===== src/rtl/pipeline_hazard_ctrl.sv =====
// pipeline_hazard_ctrl
//   Central sequencer for the 5-stage pipeline register chain. It drives a
//   write enable (hold) per register and a flush (bubble insert) per
//   post-PC register. It resolves data-memory waits, multi-cycle mul/div
//   occupancy of EX, load-use hazards, taken branches and instruction-fetch
//   waits, in that priority order. It also counts cycles in which the PC is
//   held.
//
// Ports
//   clk, reset          rising-edge clock, asynchronous active-low reset
//   id_rs, id_rt        source specifiers of the instruction in ID
//   ex_memread, ex_rt   EX holds a load, and the load's destination
//   ex_muldiv           EX holds a mul/div (level)
//   ex_branch_taken     branch/jump in EX resolved taken
//   if_req, imem_ack    fetch request / instruction word valid
//   mem_req, dmem_ack   MEM access request / data access completes
//   we_*                pipeline register write enables (PC .. MEM/WB)
//   flush_*             load an all-zero bubble on this edge
//   busy                controller is in a wait state
//   stall_count         cycles with we_pc==0 since reset (wraps)
module pipeline_hazard_ctrl #(
  parameter int MD_LATENCY = 32,
  parameter int REG_W      = 5,
  parameter int CNT_W      = 32
) (
  input  logic             clk,
  input  logic             reset,
  input  logic [REG_W-1:0] id_rs,
  input  logic [REG_W-1:0] id_rt,
  input  logic             ex_memread,
  input  logic [REG_W-1:0] ex_rt,
  input  logic             ex_muldiv,
  input  logic             ex_branch_taken,
  input  logic             if_req,
  input  logic             imem_ack,
  input  logic             mem_req,
  input  logic             dmem_ack,
  output logic             we_pc,
  output logic             we_if_id,
  output logic             we_id_ex,
  output logic             we_ex_mem,
  output logic             we_mem_wb,
  output logic             flush_if_id,
  output logic             flush_id_ex,
  output logic             flush_ex_mem,
  output logic             flush_mem_wb,
  output logic             busy,
  output logic [CNT_W-1:0] stall_count
);

  // Stage indices into the packed enable/flush vectors.
  localparam int PC     = 0;
  localparam int IF_ID  = 1;
  localparam int ID_EX  = 2;
  localparam int EX_MEM = 3;
  localparam int MEM_WB = 4;

  localparam int MDW = $clog2(MD_LATENCY);
  // The cycle that launches the mul/div already counts as its first EX
  // cycle, so the register is loaded with MD_LATENCY-1 already decremented
  // once. The stall then releases in the cycle md_cnt reads zero, giving
  // exactly MD_LATENCY cycles of EX occupancy.
  localparam logic [MDW-1:0] MD_LOAD = MDW'(MD_LATENCY - 2);

  typedef enum logic [1:0] {RUN, MD_WAIT, DMEM_WAIT, IMEM_WAIT} state_t;

  state_t         state, state_nxt;
  logic [MDW-1:0] md_cnt, md_cnt_nxt;

  logic [MEM_WB:PC]    we_v;
  logic [MEM_WB:IF_ID] fl_v;

  logic data_wait, md_start, md_hold, md_active, load_use, fetch_wait;

  // Hazard conditions. A wait state only remembers that the handshake is
  // outstanding; the live request term detects a new wait on its first cycle.
  assign data_wait  = !dmem_ack && (mem_req || state == DMEM_WAIT);
  // ex_muldiv is a level that stays high while the op sits in EX, so it is
  // only a start condition outside MD_WAIT. It is also accepted straight out
  // of a data or fetch wait, because EX advances in those release cycles.
  assign md_start   = ex_muldiv && (state != MD_WAIT);
  assign md_hold    = (state == MD_WAIT) && (md_cnt != '0);
  assign md_active  = md_start || md_hold;
  assign load_use   = ex_memread && (ex_rt != '0) &&
                      ((ex_rt == id_rs) || (ex_rt == id_rt));
  assign fetch_wait = !imem_ack && (if_req || state == IMEM_WAIT);

  // State register, mul/div counter and stall counter.
  always_ff @(posedge clk or negedge reset) begin
    if (!reset) begin
      state       <= RUN;
      md_cnt      <= '0;
      stall_count <= '0;
    end else begin
      state  <= state_nxt;
      md_cnt <= md_cnt_nxt;
      if (!we_pc) stall_count <= stall_count + 1'b1;
    end
  end

  // Next state.
  always_comb begin
    state_nxt  = state;
    md_cnt_nxt = md_cnt;
    if (data_wait) begin
      // The whole front end is frozen: MD_WAIT keeps its count and
      // IMEM_WAIT keeps its pending fetch.
      if (state == RUN) state_nxt = DMEM_WAIT;
    end else if (md_start) begin
      state_nxt  = MD_WAIT;
      md_cnt_nxt = MD_LOAD;
    end else if (md_hold) begin
      md_cnt_nxt = md_cnt - 1'b1;
    end else if (ex_branch_taken) begin
      // The PC loads the branch target, so an outstanding fetch is dropped.
      state_nxt = RUN;
    end else if (fetch_wait) begin
      // A load-use stall does not cancel the fetch, so it is still tracked.
      state_nxt = IMEM_WAIT;
    end else begin
      state_nxt = RUN;
    end
  end

  // Outputs, highest priority first.
  always_comb begin
    we_v = '1;
    fl_v = '0;
    if (!reset) begin
      we_v = '0;
      fl_v = '1;
    end else if (data_wait) begin
      we_v[EX_MEM:PC] = '0;
      fl_v[MEM_WB]    = 1'b1;
    end else if (md_active) begin
      we_v[ID_EX:PC] = '0;
      fl_v[EX_MEM]   = 1'b1;
    end else if (load_use) begin
      we_v[IF_ID:PC] = '0;
      fl_v[ID_EX]    = 1'b1;
    end else if (ex_branch_taken) begin
      fl_v[IF_ID] = 1'b1;
      fl_v[ID_EX] = 1'b1;
    end else if (fetch_wait) begin
      we_v[PC]    = 1'b0;
      fl_v[IF_ID] = 1'b1;
    end
  end

  assign we_pc        = we_v[PC];
  assign we_if_id     = we_v[IF_ID];
  assign we_id_ex     = we_v[ID_EX];
  assign we_ex_mem    = we_v[EX_MEM];
  assign we_mem_wb    = we_v[MEM_WB];
  assign flush_if_id  = fl_v[IF_ID];
  assign flush_id_ex  = fl_v[ID_EX];
  assign flush_ex_mem = fl_v[EX_MEM];
  assign flush_mem_wb = fl_v[MEM_WB];
  assign busy         = (state != RUN);

endmodule


===== config.mk =====
export PLATFORM = sky130hd
export DESIGN_NAME = pipeline_hazard_ctrl
export DESIGN_NICKNAME = d
export VERILOG_FILES = /design/src/rtl/pipeline_hazard_ctrl.sv
export SDC_FILE = /design/constraint.sdc
export NUM_CORES = 1
export LEC_CHECK = 0
export BUFFER_PORTS_ARGS = -buffer_cell sky130_fd_sc_hd__buf_2
export CELL_PAD_IN_SITES_DETAIL_PLACEMENT = 0
export CELL_PAD_IN_SITES_GLOBAL_PLACEMENT = 1
export CORE_UTILIZATION = 38
export CTS_CLUSTER_SIZE = 30
export DETAILED_ROUTE_END_ITERATION = 10
export GPL_TIMING_DRIVEN = 0
export PLACE_DENSITY = 0.88
export SLEW_MARGIN = 20
export SYNTH_ARGS = -nofsm -noshare
export SYNTH_HDL_FRONTEND = slang
export SYNTH_SLANG_ARGS = --single-unit

===== constraint.sdc =====
create_clock -name clk -period 2.5 [get_ports clk]
set_input_delay 0.25 -clock clk [delete_from_list [all_inputs] [get_ports clk]]
set_output_delay 0.25 -clock clk [all_outputs]
set_load 0.01 [all_outputs]

Word level (Yosys, flattened, before mapping)
Cells that the tools add are included.
{"block": "totals", "in_bits": 24, "reg_bits": 39}
{"block": "op_classes", "reduce_logical": 19, "bitwise": 1, "add_sub_neg": 2, "mux": 28, "n_eq_ne": 8}
{"op": "adder 32 x 1 -> 32 bit (second input constant)", "n": 1}
{"op": "two-way mux 2 bit", "n": 8}
{"op": "two-way mux 1 bit", "n": 14}
{"op": "equality test 5 bit", "n": 2}
{"op": "two-way mux 5 bit", "n": 2}
{"op": "nonzero test 5 bit", "n": 2}
{"op": "two-way mux 4 bit", "n": 2}
{"op": "logical AND 1 bit", "n": 6}
{"op": "two-way mux 3 bit", "n": 2}
{"op": "subtractor 5 x 1 -> 5 bit (second input constant)", "n": 1}
{"op": "equality test 2 bit (second input constant)", "n": 2}
{"op": "logical OR 1 bit", "n": 4}
{"op": "!= test 2 x 1 -> 1 bit (second input constant)", "n": 2}
{"op": "AND reduction 2 bit", "n": 2}
{"op": "nonzero test 2 bit", "n": 2}
{"op": "!= test 3 bit (second input constant)", "n": 1}
{"op": "equality test 2 x 1 -> 1 bit (second input constant)", "n": 1}
{"op": "zero test 1 bit", "n": 2}
{"op": "zero test 2 bit", "n": 1}
{"op": "inverter 1 bit", "n": 1}

Logic depth before layout (Yosys ltp)
{"block": "logic_depth", "ltp_word": 9, "depth_mapped": 9, "depth_no_buf": 8}

Least setup slack after synthesis
OpenSTA, ideal clock, no wires.
{"block": "synth_timing", "path_kind": "flip-flop to flip-flop", "from": "register md_cnt[0]", "to": "register stall_count[1]", "path_slack_ns": 0.190, "stages_incl_launch_ff": 9, "setup_time_ns": 0.125, "arrival_ns": 2.185, "period_less_slack_ns": 2.310, "required_ns": 2.375, "cell_sequence": "dfrtp_1 inv_1 ha_1 inv_1 o41ai_1 nand4_1 a211oi_4 buf_4 mux2_4"}
{"block": "synth_between", "elab_chain_len": 6}
{"element": "from (decl)", "line": "68", "text": "logic [MDW-1:0] md_cnt, md_cnt_nxt;"}
{"element": "from (signal assigned)", "line": "96", "text": "md_cnt <= md_cnt_nxt;"}
{"element": "nonzero test 5 bit", "line": "82", "text": "assign md_hold = (state == MD_WAIT) && (md_cnt != '0);"}
{"element": "logical AND 1 bit", "line": "82"}
{"element": "logical OR 1 bit", "line": "83", "text": "assign md_active = md_start || md_hold;"}
{"element": "two-way mux 2 bit", "line": "135", "text": "end else if (md_active) begin"}
{"element": "two-way mux 3 bit", "line": "132", "text": "end else if (data_wait) begin"}
{"element": "two-way mux 4 bit", "line": "129", "text": "if (!reset) begin"}
{"element": "net we_pc", "line": "38", "text": "output logic we_pc,"}
{"element": "to (signal assigned)", "line": "97", "text": "if (!we_pc) stall_count <= stall_count + 1'b1;"}
{"element": "to (decl)", "line": "48", "text": "output logic [CNT_W-1:0] stall_count"}
The timed path passes the listed nets, and every way through them passes these cells.
A chain may end at the register's enable or synchronous reset.

Worst setup path after layout
{"block": "layout_timing", "from": "register md_cnt[0]", "to": "output port we_pc"}
{"block": "layout_between", "elab_chain_len": 6}
{"element": "nonzero test 5 bit", "line": "82"}
{"element": "logical AND 1 bit", "line": "82"}
{"element": "logical OR 1 bit", "line": "83"}
{"element": "two-way mux 2 bit", "line": "135"}
{"element": "two-way mux 3 bit", "line": "132"}
{"element": "two-way mux 4 bit", "line": "129"}
{"element": "to (decl)", "line": "38"}
Every way passes these cells.

==> key figures <==
STA
  • RSZ-0062 raised after global routing: true
  • Worst-Margin Slew: 0.963 ns
  • Setup WS post-layout: 0.149 ns
  • Hold Violations, Final: 0
  • Final Skew: 0.00505 ns
  • Peak Freq: 425 MHz
  • Final Max Tran Viols: 0
  • Max_slew headroom: 0.358
  • Final period util: 0.940
  • Final setup violation count: 0
  • Setup tns final: 0 ns
  • WHS: 0.113 ns
  • Final min period: 2.35 ns

Global routing
  • Initial antenna violation count: 0
  • First-pass GRT wire length: 7820 um
  • Gr usage total: 0.165
  • Vias in the first global route: 1,715
  • Overflow after GRT: 0
  • Pin count of the biggest net entering global routing: 46

Setup path
  • Worst EP arrival: 2.10 ns
  • Crit Path Class: reg -> out
  • CP max-delay cell: dfrtp_1
  • Worst path top cell family by delay: compound AO/OA/AOI/OAI gates
  • Register-to-register setup slack: 0.32 ns
  • Worst EP required: 2.25 ns
  • CP peak stage delay: 0.38 ns
  • Startpoint types: flop
  • CP endpoint kind: primary output
  • Top cell by count, worst path: inv_1
  • Buffer and inverter count on the worst path: 4
  • Crit path cell chain: inv_1 > ha_1 > inv_1 > o41ai_4 > nand4_1 > a211oi_4 > buf_6 > buf_2
  • CP Max Fanout: 10

Clock tree
  • CTS tree: yes
  • Post-CTS Hold Fix Bufs: 0
  • Maximum root-to-sink buffer count: 2
  • Root Buffer: clkbuf_8
  • Clk slew on worst S/H paths: 0.08 ns
  • Clock latency on the worst-skew pair: 0.28 ns
  • CTS buffer count: 5
  • Sink Count: 39
  • Clock H-tree levels: 2

Route
  • Vias per cell: 5.08
  • Iter 0 DRT Violations: 113
  • Remaining DRCs: 0
  • Total Wirelength: 4580 um
  • DR vias: 1,817
  • Drt pass-1 iters: 6
  • Post-route ant nets: 0
  • Routed wire per std cell: 12.8 um

Logic synthesis
  • Synth Cell Area: 0.00213 mm^2
  • Top FF cell, synth: dfrtp_1
  • Post-synth EDFFs: 0
  • Synth Warn #: 0
  • FFs w/ async S/R, synth: 1.00
  • Post-synth cell types: 38
  • Cells after Synth: 214
  • Synthesized Nets: 241
  • Sequential-to-total area share from yosys stat: 0.458
  • #FFs+latches synth: 39
  • Mapped Avg Cell Area: 9.96 um^2

Place
  • I/O Buffers: 65
  • GP Congestion: 0.763
  • DP HPWL: 3370 um
  • Pre-CTS WS: -0.106 ns
  • Inst Count DP: 349

Floorplanning
  • Initial Utilization: 0.407
  • Die area: 0.00591 mm^2
  • Die Ht: 76.9 um
  • Die width: 76.9 um
  • Io pins: 66
  • Core Rows: 26
  • Core footprint: 0.00524 mm^2

Status
  • Status: complete, no violations

Power and ir drop
  • Maximum vdd drop: 0.000372 V
  • LEAKAGE: 1.13 nW
  • Pwr Density: 850 mW/mm^2

Min path
  • Hold WC Path Type: in -> async

Layout
  • Layout cells sized above 1: 0.295
  • Final Util: 0.510
  • Layout Nets: 315
  • Antenna cells: 0
  • Synthesis-to-layout area growth: 25.2%
  • Finished Layout Cells: 358

Run
  • Max-Cap Viols: 0
## routing by layer
layer / vias to the layer above / global-route usage / share of wire
met4: 0 / 0.0577 / 0.013
met2: 62 / 0.275 / 0.46
met1: 858 / 0.213 / 0.47
met3: 6 / 0.0298 / 0.054
li1: 891 / - / -
met5: - / 0 / 0
## Yosys cell counts, drive strengths merged (6+ instances only)
master | count | area share
dfrtp | 39 | 0.46
xor2 | 27 | 0.11
nand2 | 19 | 0.033
xnor2 | 16 | 0.066
nand3 | 14 | 0.033
nor2 | 12 | 0.021
nor3 | 10 | 0.023
nor4 | 10 | 0.029
inv | 9 | 0.016
and3 | 6 | 0.018
buf | 6 | 0.022
nand4 | 6 | 0.018
## where the power goes
part	internal (mW)	switching [mW]
combinational	0.411	0.459
clock	0.217	0.212
sequential	0.784	0.186
## repair_timing
action	in CTS	in global routing
setup buffers	2	0
setup endpoints to repair	9	2
gates resized for setup	2	2
pin swaps	3	2
## metrics by stage
step	instance area, um^2	total power, mW
after floorplan	2130	1.51
after global placement	2540	1.79
after CTS	2660	2.27
after detailed placement	2540	1.81
final	2670	2.27
after global routing	2670	2.44
## area by class of cell
class	count	area, um^2
Timing Repair Buffer	67	340
Tap cell	70	87.6
Buffer	6	51.3
Multi-Input combinational cell	160	1090
Sequential cell	39	976
Fill cell	505	2570
Clock inverter	1	5.00
Inverter	9	33.8
Clock buffer	6	82.6
## sequential cells by signal, indices dropped and copies added, names as in the netlist
signal	cells
state	2
md_cnt	5
stall_count	32
## final timing paths
| kind | startpoint | endpoint | cells past startpoint |
|---|---|---|---|
| max in group asynchronous | reset | stall_count[31]$_DFFE_PN0N_ | 1 |
| worst max-delay path | md_cnt[0]$_DFFE_PN0P_ | we_pc | 8 |
| worst min-delay path | reset | stall_count[15]$_DFFE_PN0N_ | 1 |
| worst min register to register | stall_count[31]$_DFFE_PN0N_ | stall_count[31]$_DFFE_PN0N_ | 1 |
| worst max register to register | md_cnt[0]$_DFFE_PN0P_ | stall_count[22]$_DFFE_PN0N_ | 10 |
| min in group clk | imem_ack | state[1]$_DFFE_PN0P_ | 4 |
## logic make-up (layout without fill, tap and decap cells)
| group | count (synthesis) | in the layout | share of synthesized area |
|---|---|---|---|
| simple gates | 96 | 96 | 0.240 |
| xor+xnor | 43 | 43 | 0.177 |
| mux | 1 | 1 | 0.00704 |
| compound gates | 17 | 17 | 0.0622 |
| buf+inv | 15 | 89 | 0.0382 |
| fa+ha+maj | 3 | 3 | 0.0176 |
| flops | 39 | 39 | 0.458 |
## cell usage in the layout, fill, tap and decap left out, drive strengths merged, types with 3 or more instances in the layout
cell type   n
nand2      19
and2        4
buf        73
and3        6
clkbuf      6
nor4       10
ha          3
inv         9
nand4       6
dfrtp      39
nor2       12
nor4b       4
o21ai       4
nor3       10
nand3      14
xor2       27
xnor2      16
Power figures use the tool's default switching activity.
